## src/rtl/wb_buf_bridge_if.sv

```systemverilog
// Bus bundle for wb_buf_bridge: Wishbone slave side plus the request/response
// channel toward the downstream buffer.
interface wb_buf_bridge_if #(
  parameter int ADR_W = 8,
  parameter int DAT_W = 32
);
  logic [ADR_W-1:0]       WB_ADR_I;
  logic [DAT_W-1:0]       WB_DAT_I;
  logic                   WB_WE_I;
  logic                   WB_CYC_I;
  logic                   WB_STB_I;
  logic [DAT_W-1:0]       WB_DAT_O;
  logic                   WB_ACK_O;
  logic                   WB_ERR_O;
  logic                   BUF_STATUS;
  logic [ADR_W+DAT_W:0]   BUF_DATA_O;
  logic [ADR_W+DAT_W:0]   BUF_DATA_I;
  logic                   BUF_ACK;

  modport slave (
    input  WB_ADR_I, WB_DAT_I, WB_WE_I, WB_CYC_I, WB_STB_I, BUF_DATA_I, BUF_ACK,
    output WB_DAT_O, WB_ACK_O, WB_ERR_O, BUF_STATUS, BUF_DATA_O
  );

  modport master (
    output WB_ADR_I, WB_DAT_I, WB_WE_I, WB_CYC_I, WB_STB_I, BUF_DATA_I, BUF_ACK,
    input  WB_DAT_O, WB_ACK_O, WB_ERR_O, BUF_STATUS, BUF_DATA_O
  );
endinterface

```

## src/rtl/wb_buf_bridge.sv

```systemverilog
// Wishbone slave that forwards each transfer as a packed request to a buffer,
// then terminates with ACK on buffer completion or ERR after a timeout.
module wb_buf_bridge #(
  parameter int ADR_W   = 8,
  parameter int DAT_W   = 32,
  parameter int TIMEOUT = 255
) (
  input  logic             WB_CLK_I,
  input  logic             WB_RST_I,
  wb_buf_bridge_if.slave   bus
);
  localparam int CNT_W = $clog2(TIMEOUT + 1);
  localparam int BUF_W = ADR_W + DAT_W + 1;

  typedef enum logic [1:0] {ST_IDLE, ST_WAIT, ST_DONE} state_t;

  state_t             state;
  logic [CNT_W-1:0]   cnt;
  logic [DAT_W-1:0]   dat_q;
  logic               ack_q;
  logic               err_q;
  logic               status_q;
  logic [BUF_W-1:0]   buf_data_q;

  assign bus.WB_DAT_O   = dat_q;
  assign bus.WB_ACK_O   = ack_q;
  assign bus.WB_ERR_O   = err_q;
  assign bus.BUF_STATUS = status_q;
  assign bus.BUF_DATA_O = buf_data_q;

  // Within WAIT, a master abort beats buffer completion, which beats timeout.
  always_ff @(posedge WB_CLK_I) begin
    if (WB_RST_I) begin
      state      <= ST_IDLE;
      cnt        <= '0;
      dat_q      <= '0;
      ack_q      <= 1'b0;
      err_q      <= 1'b0;
      status_q   <= 1'b0;
      buf_data_q <= '0;
    end else begin
      case (state)
        ST_IDLE: begin
          if (bus.WB_CYC_I && bus.WB_STB_I) begin
            buf_data_q <= {bus.WB_ADR_I, bus.WB_DAT_I, ~bus.WB_WE_I};
            status_q   <= 1'b1;
            cnt        <= '0;
            state      <= ST_WAIT;
          end
        end
        ST_WAIT: begin
          if (!bus.WB_CYC_I) begin
            status_q   <= 1'b0;
            buf_data_q <= '0;
            state      <= ST_IDLE;
          end else if (bus.BUF_ACK) begin
            ack_q      <= 1'b1;
            dat_q      <= buf_data_q[0] ? bus.BUF_DATA_I[DAT_W:1] : '0;
            status_q   <= 1'b0;
            buf_data_q <= '0;
            state      <= ST_DONE;
          end else if (cnt == CNT_W'(TIMEOUT - 1)) begin
            err_q      <= 1'b1;
            dat_q      <= '0;
            status_q   <= 1'b0;
            buf_data_q <= '0;
            state      <= ST_DONE;
          end else begin
            cnt <= cnt + CNT_W'(1);
          end
        end
        ST_DONE: begin
          ack_q <= 1'b0;
          err_q <= 1'b0;
          state <= ST_IDLE;
        end
        default: state <= ST_IDLE;
      endcase
    end
  end
endmodule

```

## src/flat_wrapper.sv

```systemverilog
// flat-port wrapper written by rule: the top's interface ports become plain ports
module wb_buf_bridge_flat 
#(
  parameter int ADR_W   = 8,
  parameter int DAT_W   = 32,
  parameter int TIMEOUT = 255
)
  (WB_CLK_I, WB_RST_I, bus_WB_ADR_I, bus_WB_DAT_I, bus_WB_WE_I, bus_WB_CYC_I, bus_WB_STB_I, bus_BUF_DATA_I, bus_BUF_ACK, bus_WB_DAT_O, bus_WB_ACK_O, bus_WB_ERR_O, bus_BUF_STATUS, bus_BUF_DATA_O);
  wb_buf_bridge_if #(.ADR_W(ADR_W), .DAT_W(DAT_W)) bus_i ();
  input  logic WB_CLK_I;
  input  logic WB_RST_I;
  input wire logic [$bits(bus_i.WB_ADR_I)-1:0] bus_WB_ADR_I;
  input wire logic [$bits(bus_i.WB_DAT_I)-1:0] bus_WB_DAT_I;
  input wire logic [$bits(bus_i.WB_WE_I)-1:0] bus_WB_WE_I;
  input wire logic [$bits(bus_i.WB_CYC_I)-1:0] bus_WB_CYC_I;
  input wire logic [$bits(bus_i.WB_STB_I)-1:0] bus_WB_STB_I;
  input wire logic [$bits(bus_i.BUF_DATA_I)-1:0] bus_BUF_DATA_I;
  input wire logic [$bits(bus_i.BUF_ACK)-1:0] bus_BUF_ACK;
  output wire logic [$bits(bus_i.WB_DAT_O)-1:0] bus_WB_DAT_O;
  output wire logic [$bits(bus_i.WB_ACK_O)-1:0] bus_WB_ACK_O;
  output wire logic [$bits(bus_i.WB_ERR_O)-1:0] bus_WB_ERR_O;
  output wire logic [$bits(bus_i.BUF_STATUS)-1:0] bus_BUF_STATUS;
  output wire logic [$bits(bus_i.BUF_DATA_O)-1:0] bus_BUF_DATA_O;
  assign bus_i.WB_ADR_I = bus_WB_ADR_I;
  assign bus_i.WB_DAT_I = bus_WB_DAT_I;
  assign bus_i.WB_WE_I = bus_WB_WE_I;
  assign bus_i.WB_CYC_I = bus_WB_CYC_I;
  assign bus_i.WB_STB_I = bus_WB_STB_I;
  assign bus_i.BUF_DATA_I = bus_BUF_DATA_I;
  assign bus_i.BUF_ACK = bus_BUF_ACK;
  assign bus_WB_DAT_O = bus_i.WB_DAT_O;
  assign bus_WB_ACK_O = bus_i.WB_ACK_O;
  assign bus_WB_ERR_O = bus_i.WB_ERR_O;
  assign bus_BUF_STATUS = bus_i.BUF_STATUS;
  assign bus_BUF_DATA_O = bus_i.BUF_DATA_O;
  wb_buf_bridge #(.ADR_W(ADR_W), .DAT_W(DAT_W), .TIMEOUT(TIMEOUT)) u_core (.WB_CLK_I(WB_CLK_I), .WB_RST_I(WB_RST_I), .bus(bus_i));
endmodule
```

## config.mk

```make
export PLATFORM = sky130hd
export DESIGN_NAME = wb_buf_bridge_flat
export DESIGN_NICKNAME = d
export VERILOG_FILES = /design/src/rtl/wb_buf_bridge_if.sv /design/src/rtl/wb_buf_bridge.sv /design/src/flat_wrapper.sv
export SDC_FILE = /design/constraint.sdc
export NUM_CORES = 1
export LEC_CHECK = 0
export CAP_MARGIN = 20
export CORE_MARGIN = 1.5
export CORE_UTILIZATION = 41
export DETAILED_ROUTE_END_ITERATION = 8
export PLACE_DENSITY_LB_ADDON = 0.2
export REMOVE_ABC_BUFFERS = 1
export SLEW_MARGIN = 10
export SYNTH_ARGS = -nofsm -noshare
export SYNTH_HDL_FRONTEND = slang
export SYNTH_SLANG_ARGS = --single-unit
```

## constraint.sdc

```tcl
create_clock -name WB_CLK_I -period 2.9 [get_ports WB_CLK_I]
set_input_delay 0.58 -clock WB_CLK_I [delete_from_list [all_inputs] [get_ports WB_CLK_I]]
set_output_delay 0.58 -clock WB_CLK_I [all_outputs]
set_load 0.05 [all_outputs]
```

==> results of run 1 <==
-- per-stage QoR --
stage	setup slack, ps	instances
2_1_floorplan	-327	229
4_1_cts	736	498
5_1_grt	703	498
3_5_place_dp	537	482
6_report	770	498
3_3_place_gp	570	482
-- kinds of logic after synthesis --
kind of cell,synth area share
compound gates,0.280
simple gates,0.0838
flops,0.595
fa+ha+maj,0.00864
buf+inv,0.0328
-- cell usage in the layout (no fill, tap or decap), types with 2 or more instances in the layout --
master             n
nor3_2             2
dfxtp_1           86
nand2b_1           4
o31ai_1            3
and4_1             2
a21o_1             2
clkbuf_1           2
buf_4              3
o21ai_0            2
a21oi_1            8
a31oi_1            3
and3_1             2
clkbuf_8           9
bufinv_16          2
or4_1              5
a211oi_1           2
nor2_1             3
inv_1              4
ha_1               2
nand2_1            4
nor3_1             2
a22o_1            73
nand3_1            5
clkdlybuf4s50_1  153
nand4b_1           2
-- flip-flops by register name, indices dropped and copies added, names as in the netlist --
register and cells:
u_core.bus.WB_DAT_O 32, u_core.bus.BUF_STATUS 1, u_core.cnt 8, u_core.bus.BUF_DATA_O 41, u_core.bus.WB_ACK_O 1, u_core.bus.WB_ERR_O 1, u_core.state 2
-- synthesized netlist by cell type (3+ instances only) --
| master | count |
|---|---|
| nor3_1 | 3 |
| dfxtp_1 | 86 |
| nand3_1 | 5 |
| or4_1 | 5 |
| nand2b_1 | 4 |
| inv_1 | 4 |
| o31ai_1 | 3 |
| a31oi_1 | 4 |
| a21oi_1 | 9 |
| nand2_1 | 4 |
| clkbuf_1 | 5 |
| buf_2 | 10 |
| a22o_1 | 73 |
| nor2_1 | 3 |
-- worst max path at each step --
| stage | end | slack [ps] | depth (start not counted) |
|---|---|---|---|
| after global routing | bus_BUF_DATA_O[0] | 700 | 1 |
| after global placement | u_core.cnt[4]$_SDFFE_PP0P_ | 570 | 5 |
| after floorplan | u_core.bus.BUF_DATA_O[0]$_SDFFE_PP0P_ | -330 | 3 |
| after CTS | bus_BUF_DATA_O[0] | 740 | 1 |
| final | bus_BUF_DATA_O[0] | 770 | 1 |
| after detailed placement | u_core.cnt[5]$_SDFFE_PP0P_ | 540 | 5 |
-- layer usage --
metal | vias up | track usage
li1 | 1252 | -
met1 | 1219 | 0.248
met5 | - | 0
met2 | 112 | 0.327
met4 | 0 | 0.0792
met3 | 6 | 0.0796
-- final cells by class --
type	count	area, µm²
repair buffers	157	1570
flip-flops and latches	86	1720
clock buffers	11	131
well taps	96	120
inverters	4	15.0
fillers	523	2040
multi-input cells	139	1110
clock inverters	5	81.3
-- power breakdown --
part | internal (W) | switching [W] | leakage (nW)
Clock | 0.000488 | 0.000407 | 0.104
Combinational | 0.000169 | 0.000180 | 0.964
Sequential | 0.00121 | 0.0000178 | 0.697
==> qor.csv, run 1 <==
stage;metric;value;unit
run_status;status;finished, final reports clean;
synthesis;synth_edf_count;0;
detailed_routing;vias;2589;
pwr;ir_drop;0.000312;V
setup_path;r2r_end;u_core.bus.WB_DAT_O[18]$_SDFFE_PP0P_;
die;fp.coreArea;0.00679;mm²
setup_path;rr_worst_depth;7;
synthesis;synthFlopType;dfxtp_1;
finish;areaGrowthSynthToFinish;64.1;%
min_path;holdPathEnd;u_core.bus.WB_ACK_O$_SDFFE_PP0P_;
detailed_routing;wl_met3;809;µm
die;die_width;87.0;µm
min_path;hold_path_depth;2;
detailed_routing;highest_layer;met4;
sta;finalCritPeriodShare;0.734;
finish;n_antenna_cell;0;
setup_path;worst_setup_path_start_kind;flip-flop;
global_route;antenna_found_initial;0;
setup_path;max_stage_delay;820;ps
detailed_routing;wl_met1;3270;µm
die;fp.dieH;87.0;µm
detailed_routing;ant_nets;0;
pwr;power_density;520;mW/mm²
sta;relSlewSlack;0.578;
sta;rsz0062_at_grt;no;
synthesis;synth_area;0.00290;mm²
synthesis;synth_seq_cells;86;
die;start_util;0.426;
setup_path;crit_required;2320;ps
placement;port_buffers;153;
clocking;cts_root_buf;clkbuf_8;
setup_path;crit_arrival;1550;ps
clocking;cts_max_level;3;
synthesis;ys_types;33;
setup_path;cp_max_fo;3;
setup_path;worstReg2RegStart;u_core.cnt[0]$_SDFFE_PP0P_;
synthesis;ys_seq_area_frac;0.595;
sta;worst_pin_slew;631;ps
sta;fmax;470;MHz
finish;finalInstanceArea;0.00475;mm²
die;die_area;0.00758;mm²
placement;placed_cell_area;0.00454;mm²
sta;final-hold-violation-count;0;
setup_path;cp_top_family;buffers and inverters;
finish;utilization;0.699;
setup_path;reg2reg_slack;1010;ps
pwr;leakagePower;1.77;nW
sta;finClkSkew;9.30;ps
clocking;cts.clk_slew.worst_paths;90;ps
detailed_routing;drc;0;
detailed_routing;wl_per_cell;15.5;µm
global_route;grt_pass1_wl;12200;µm
synthesis;yosysWarningCount;0;
synthesis;synth_area_leader_cell;dfxtp_1;
clocking;cts_buffers;9;
detailed_routing;finalWirelength;7720;µm
clocking;clockBufferDepth;2;
sta;drv_slew;0;
finish;nets;486;
sta;fin_crit;2130;ps
global_route;grt_overflow;0;
clocking;clk_latency;340;ps
clocking;clkSinkCount;86;
min_path;min_path_type;flip-flop to flip-flop;
detailed_routing;vias_per_cell;5.20;
global_route;grt.total_usage;0.204;
setup_path;startpoint;u_core.bus.BUF_DATA_O[0]$_SDFFE_PP0P_;
setup_path;worst_setup_path_end_kind;output pin;
sta;setup_viol;0;
synthesis;async_flop_share;0;
clocking;cts_resized;0;
clocking;cts_hold_buf;0;
detailed_routing;wl_met2;3570;µm
global_route;grt_max_degree;43;
sta;final.setup.tns;0;ps
setup_path;crit_type;flip-flop to output pin;
setup_path;path_buf_inv;1;
detailed_routing;drt_iter0_drc;150;
placement;dp.final_hpwl;5540;µm
pwr;power;0.00247;W
synthesis;synth_cells;245;
flow_run;cap_violations;0;
detailed_routing;drt_pass1_iterations;4;
clocking;cts_setup_buffers;0;
finish;drive_above_1_share;0.0647;
placement;place.gp.congestion;0.796;
global_route;grt_pass1_vias;2523;
die;placementRows;30;
setup_path;worstPathCellList;clkdlybuf4s50_1;
synthesis;yosys-top-cells-area;dfxtp_1, a22o_1, buf_2, a21oi_1, or4_1;
min_path;hold_path_startpoint;u_core.bus.WB_ACK_O$_SDFFE_PP0P_;
die;ios;163;
setup_path;cp_slowest_cell;clkdlybuf4s50_1;
synthesis;synth_area_per_cell;11.8;µm²
synthesis;synth_top_area_share;0.595;
clocking;cts_tree;done;
sta;fin_hold_ws;462;ps
No activity file was read; power rests on OpenSTA's default activity.
==> run 2: changes to the inputs <==
--- a/config.mk
+++ b/config.mk
@@ -7,7 +7,7 @@
 export LEC_CHECK = 0
 export CAP_MARGIN = 20
 export CORE_MARGIN = 1.5
-export CORE_UTILIZATION = 41
+export CORE_UTILIZATION = 34
 export DETAILED_ROUTE_END_ITERATION = 8
 export PLACE_DENSITY_LB_ADDON = 0.2
 export REMOVE_ABC_BUFFERS = 1
==> constraint.sdc (replaced) <==
create_clock -name WB_CLK_I -period 1.7 [get_ports WB_CLK_I]
set_input_delay 0.34 -clock WB_CLK_I [delete_from_list [all_inputs] [get_ports WB_CLK_I]]
set_output_delay 0.34 -clock WB_CLK_I [all_outputs]
set_load 0.05 [all_outputs]
==> qor.csv, run 2 (synthesized netlist as in run 1, its figures left out) <==
stage;metric;value;unit
sta;finalCritPeriodShare;0.977;
clocking;clkSinkCount;86;
setup_path;worst_setup_path_end_kind;flip-flop;
sta;relSlewSlack;0.755;
finish;nets;502;
detailed_routing;drt_iter0_drc;71;
sta;drv_slew;0;
detailed_routing;vias;2622;
min_path;min_path_type;flip-flop to flip-flop;
clocking;cts_max_level;3;
finish;layout_commonest_cell;buf_4;
die;start_util;0.352;
finish;largest_register_ffs;41;
sta;fmax;602;MHz
placement;port_buffers;153;
finish;fill_cells;720;
placement;placed_cell_area;0.00453;mm²
pwr;leakagePower;2.02;nW
detailed_routing;finalWirelength;7730;µm
sta;final.setup.tns;0;ps
die;fp.dieH;95.3;µm
clocking;cts_root_buf;clkbuf_8;
placement;dp.final_hpwl;5490;µm
setup_path;worstReg2RegStart;u_core.cnt[0]$_SDFFE_PP0P_;
sta;rsz0062_at_grt;yes;
finish;finalInstanceArea;0.00476;mm²
die;ios;163;
finish;n_antenna_cell;0;
clocking;cts.clk_slew.worst_paths;90;ps
global_route;grt_pass1_vias;2508;
setup_path;worst_setup_path_start_kind;primary input;
clocking;clk_latency;350;ps
detailed_routing;drt_pass1_iterations;5;
setup_path;crit_type;primary input to flip-flop;
placement;place.gp.congestion;0.798;
setup_path;crit_arrival;1930;ps
detailed_routing;vias_per_cell;5.02;
finish;regArea;0.00172;mm²
global_route;grt.total_usage;0.168;
sta;fin_crit;1660;ps
setup_path;r2r_end;u_core.bus.BUF_DATA_O[28]$_SDFFE_PP0P_;
setup_path;startpoint;bus_BUF_ACK;
flow_run;cap_violations;0;
clocking;cts_tree;done;
placement;dp.cells;507;
finish;instances_no_fill;522;
sta;finClkSkew;13.6;ps
global_route;grt_max_degree;43;
die;die_area;0.00908;mm²
min_path;hold_path_startpoint;u_core.bus.BUF_STATUS$_SDFFE_PP0P_;
clocking;clockBufferDepth;2;
global_route;grt_pass1_wl;11800;µm
die;placementRows;33;
clocking;cts_buffers;9;
die;fp.coreArea;0.00822;mm²
detailed_routing;drc;0;
setup_path;crit_required;1970;ps
global_route;antenna_found_initial;0;
sta;setup_viol;0;
run_status;status;finished, final reports clean;
pwr;power;0.00413;W
sta;fin_hold_ws;473;ps
setup_path;reg2reg_slack;70;ps
finish;areaGrowthSynthToFinish;64.3;%
pwr;ir_drop;0.000448;V
setup_path;rr_worst_depth;7;
sta;final-hold-violation-count;0;
min_path;hold_path_depth;1;
finish;drive_above_1_share;0.295;
setup_path;cp_max_fo;10;
pwr;power_density;869;mW/mm²
finish;multi_input_area;0.00114;mm²
detailed_routing;wl_per_cell;14.8;µm
detailed_routing;ant_nets;0;
die;die_width;95.3;µm
sta;worst_pin_slew;367;ps
global_route;grt_overflow;0;
min_path;holdPathEnd;u_core.bus.BUF_STATUS$_SDFFE_PP0P_;
finish;layout_common_cells;buf_4, dfxtp_1, clkdlybuf4s50_1;
## run 2: routing by layer
layer,global-route usage,share of wire
met1,0.197,0.42
met2,0.266,0.45
met3,0.0726,0.11
met4,0.0709,0.012
met5,0,0
## run 2: how the worst max path moves through the flow
| stage | slack [ps] | endpoint |
|---|---|---|
| 4_1_cts | 30 | u_core.cnt[3]$_SDFFE_PP0P_ |
| 2_1_floorplan | -1370 | u_core.bus.BUF_DATA_O[0]$_SDFFE_PP0P_ |
| 3_3_place_gp | -280 | u_core.cnt[3]$_SDFFE_PP0P_ |
| 3_5_place_dp | -340 | u_core.cnt[3]$_SDFFE_PP0P_ |
| 5_1_grt | -10 | u_core.bus.BUF_DATA_O[28]$_SDFFE_PP0P_ |
| 6_report | 40 | u_core.cnt[3]$_SDFFE_PP0P_ |
## run 2: what timing repair did
item,4_1_cts,5_1_grt
hold endpoints to repair,0,0
pin swaps,1,0
buffers inserted,0,0
setup endpoints to repair,73,48
hold buffers,0,0
gates resized for setup,2,5
## run 2: report_power, final
part / switching [W] / total [W] / internal [W]
sequential: 0.0000304 / 0.00209 / 0.00206
clock: 0.000745 / 0.00143 / 0.000687
combinational: 0.000311 / 0.000608 / 0.000298
## run 2: metrics by stage
| stage | util | worst slack [ps] |
|---|---|---|
| finish | 0.579 | 39.8 |
| global route | 0.579 | -13.0 |
| detailed placement | 0.551 | -338 |
| floorplan | - | -1370 |
| global placement | 0.551 | -279 |
| CTS | 0.576 | 27.8 |
## run 2: cell type report
class                      count  area share
clock buffer                   9      0.0260
clock inverter                 6      0.0150
inverter                       4     0.00316
multi-input combinational    139       0.240
sequential                    86       0.362
tap                          105      0.0276
timing repair buffer         173       0.327
## run 2: critical path, cell delays in order
cell             delay, ps
clkdlybuf4s50_1        460
nand2b_1               200
a21o_4                 250
or4_1                  520
a21oi_1                160
==> RTL edit (flow settings as in run 2) <==
`DAT_W` is set to 32 in 3 places; all go to 40.
--- a/src/rtl/wb_buf_bridge_if.sv
+++ b/src/rtl/wb_buf_bridge_if.sv
@@ -4,3 +4,3 @@
   parameter int ADR_W = 8,
-  parameter int DAT_W = 32
+  parameter int DAT_W = 40
 );
--- a/src/rtl/wb_buf_bridge.sv
+++ b/src/rtl/wb_buf_bridge.sv
@@ -4,3 +4,3 @@
   parameter int ADR_W   = 8,
-  parameter int DAT_W   = 32,
+  parameter int DAT_W   = 40,
   parameter int TIMEOUT = 255
--- a/src/flat_wrapper.sv
+++ b/src/flat_wrapper.sv
@@ -4,3 +4,3 @@
   parameter int ADR_W   = 8,
-  parameter int DAT_W   = 32,
+  parameter int DAT_W   = 40,
   parameter int TIMEOUT = 255
Interface: changed (resized bus_BUF_DATA_I, bus_BUF_DATA_O, bus_WB_DAT_I and bus_WB_DAT_O); port bits go from 163 to 195. No check against the original RTL was run, so the function may have changed too.
==> RTL edit against run 2 <==
Non-clock buffer count is 36 higher. Final cell count rose by 21%. Sequential cell count increased by 16. Global-route usage rose by 1.5 points. Maximum frequency shrank 1.4%. Area after synthesis up 20%. Power grew 13%. Count of clock-buffer cells in the layout grew 1. Die area is 19% higher. Wire length increased by 28%. Worst setup slack worse by 0.024 ns. Design area rose by 18%. Critical endpoint is now u_core.bus.BUF_DATA_O[43]. Highest routed layer unchanged.
==> RTL edit: results <==
[status]
status = "completed"

[logic_synthesis]
synth.top_cell.area_share_pct = 58.9
synth.lib_cells_used.distinct = 37
synth_top_cells_by_count = "102 x sky130_fd_sc_hd__dfxtp_1, 88 x sky130_fd_sc_hd__a22o_1, 10 x sky130_fd_sc_hd__buf_2"
synth-seq-area-share_pct = 58.9

[drt]
avgViaCountPerCell = 4.89
firstDrtPassIters = 4
drt_iter0_drc = 145
detail_route.wirelength.met1_um = 4280
drt_wl_total_um = 9880

[place]
gp_congestion = 0.813
numPortBuffers = 185

[final_layout]
fill_cells = 843
share_of_cell_area_taken_by_multi_input_logic_gates_pct = 23.5
non_clock_buffer_area_fraction_after_layout_pct = 33.5
non_clock_inverter_count = 7
clock_buffers_and_inverters_area_share_pct = 3.23
total_nets_final = 599

[global_route]
grt.met3_usage_pct = 5.83
grtUsageMet2_pct = 30.9
globalRouteTotalUtil_pct = 18.3

[sta]
worst_hold_slack_ns = 0.457
slew_headroom_pct = 78.0

[setup_path]
critical_path.top_delay_family = "compound AO/OA/AOI/OAI gates"
timing_worst_setup_path_type = "reg -> reg"
crit_path_max_incr_delay_ns = 0.34
regToRegSetupSlack_ns = 0.02
crit_fanout = 25

[power_and_ir_drop]
power.switching_fraction_pct = 27.1
comb_power_share_pct = 15.9
post-layout-total-power_w = 0.00465
power_frac_seq_pct = 53.4

[clocking]
post_cts_buffers = 4
cts-resized-gates = 8

[min_path]
min_delay_worst_endpoint = "u_core.bus.WB_ERR_O"
[RTL edit: logic make-up after synthesis]
| family | count (synthesis) | synth area share [%] |
|---|---|---|
| buffers and inverters | 29 | 4.47 |
| and+or+nand+nor | 47 | 7.51 |
| DFF | 102 | 58.9 |
| muxes | 2 | 0.577 |
| adders and majority gates | 2 | 0.722 |
| AOI/OAI and AO/OA | 114 | 27.8 |
[RTL edit: stage by stage]
step | cells | TNS [ns] | instance area (um2) | setup WS (ns)
detailed placement | 611 | -12.38 | 5350 | -0.184
finish | 632 | 0 | 5630 | 0.0154
CTS | 631 | 0 | 5620 | 0.0108
floorplan | 274 | -90.26 | 3340 | -1.47
global placement | 611 | -10.18 | 5350 | -0.153
global route | 632 | -1.61 | 5630 | -0.0492
[RTL edit: tightest hold or removal path, stage by stage, from the launching register on]
cell	delay [ns]
sky130_fd_sc_hd__dfxtp_1	0.32
sky130_fd_sc_hd__nand2_1	0.05
sky130_fd_sc_hd__a21oi_1	0.05
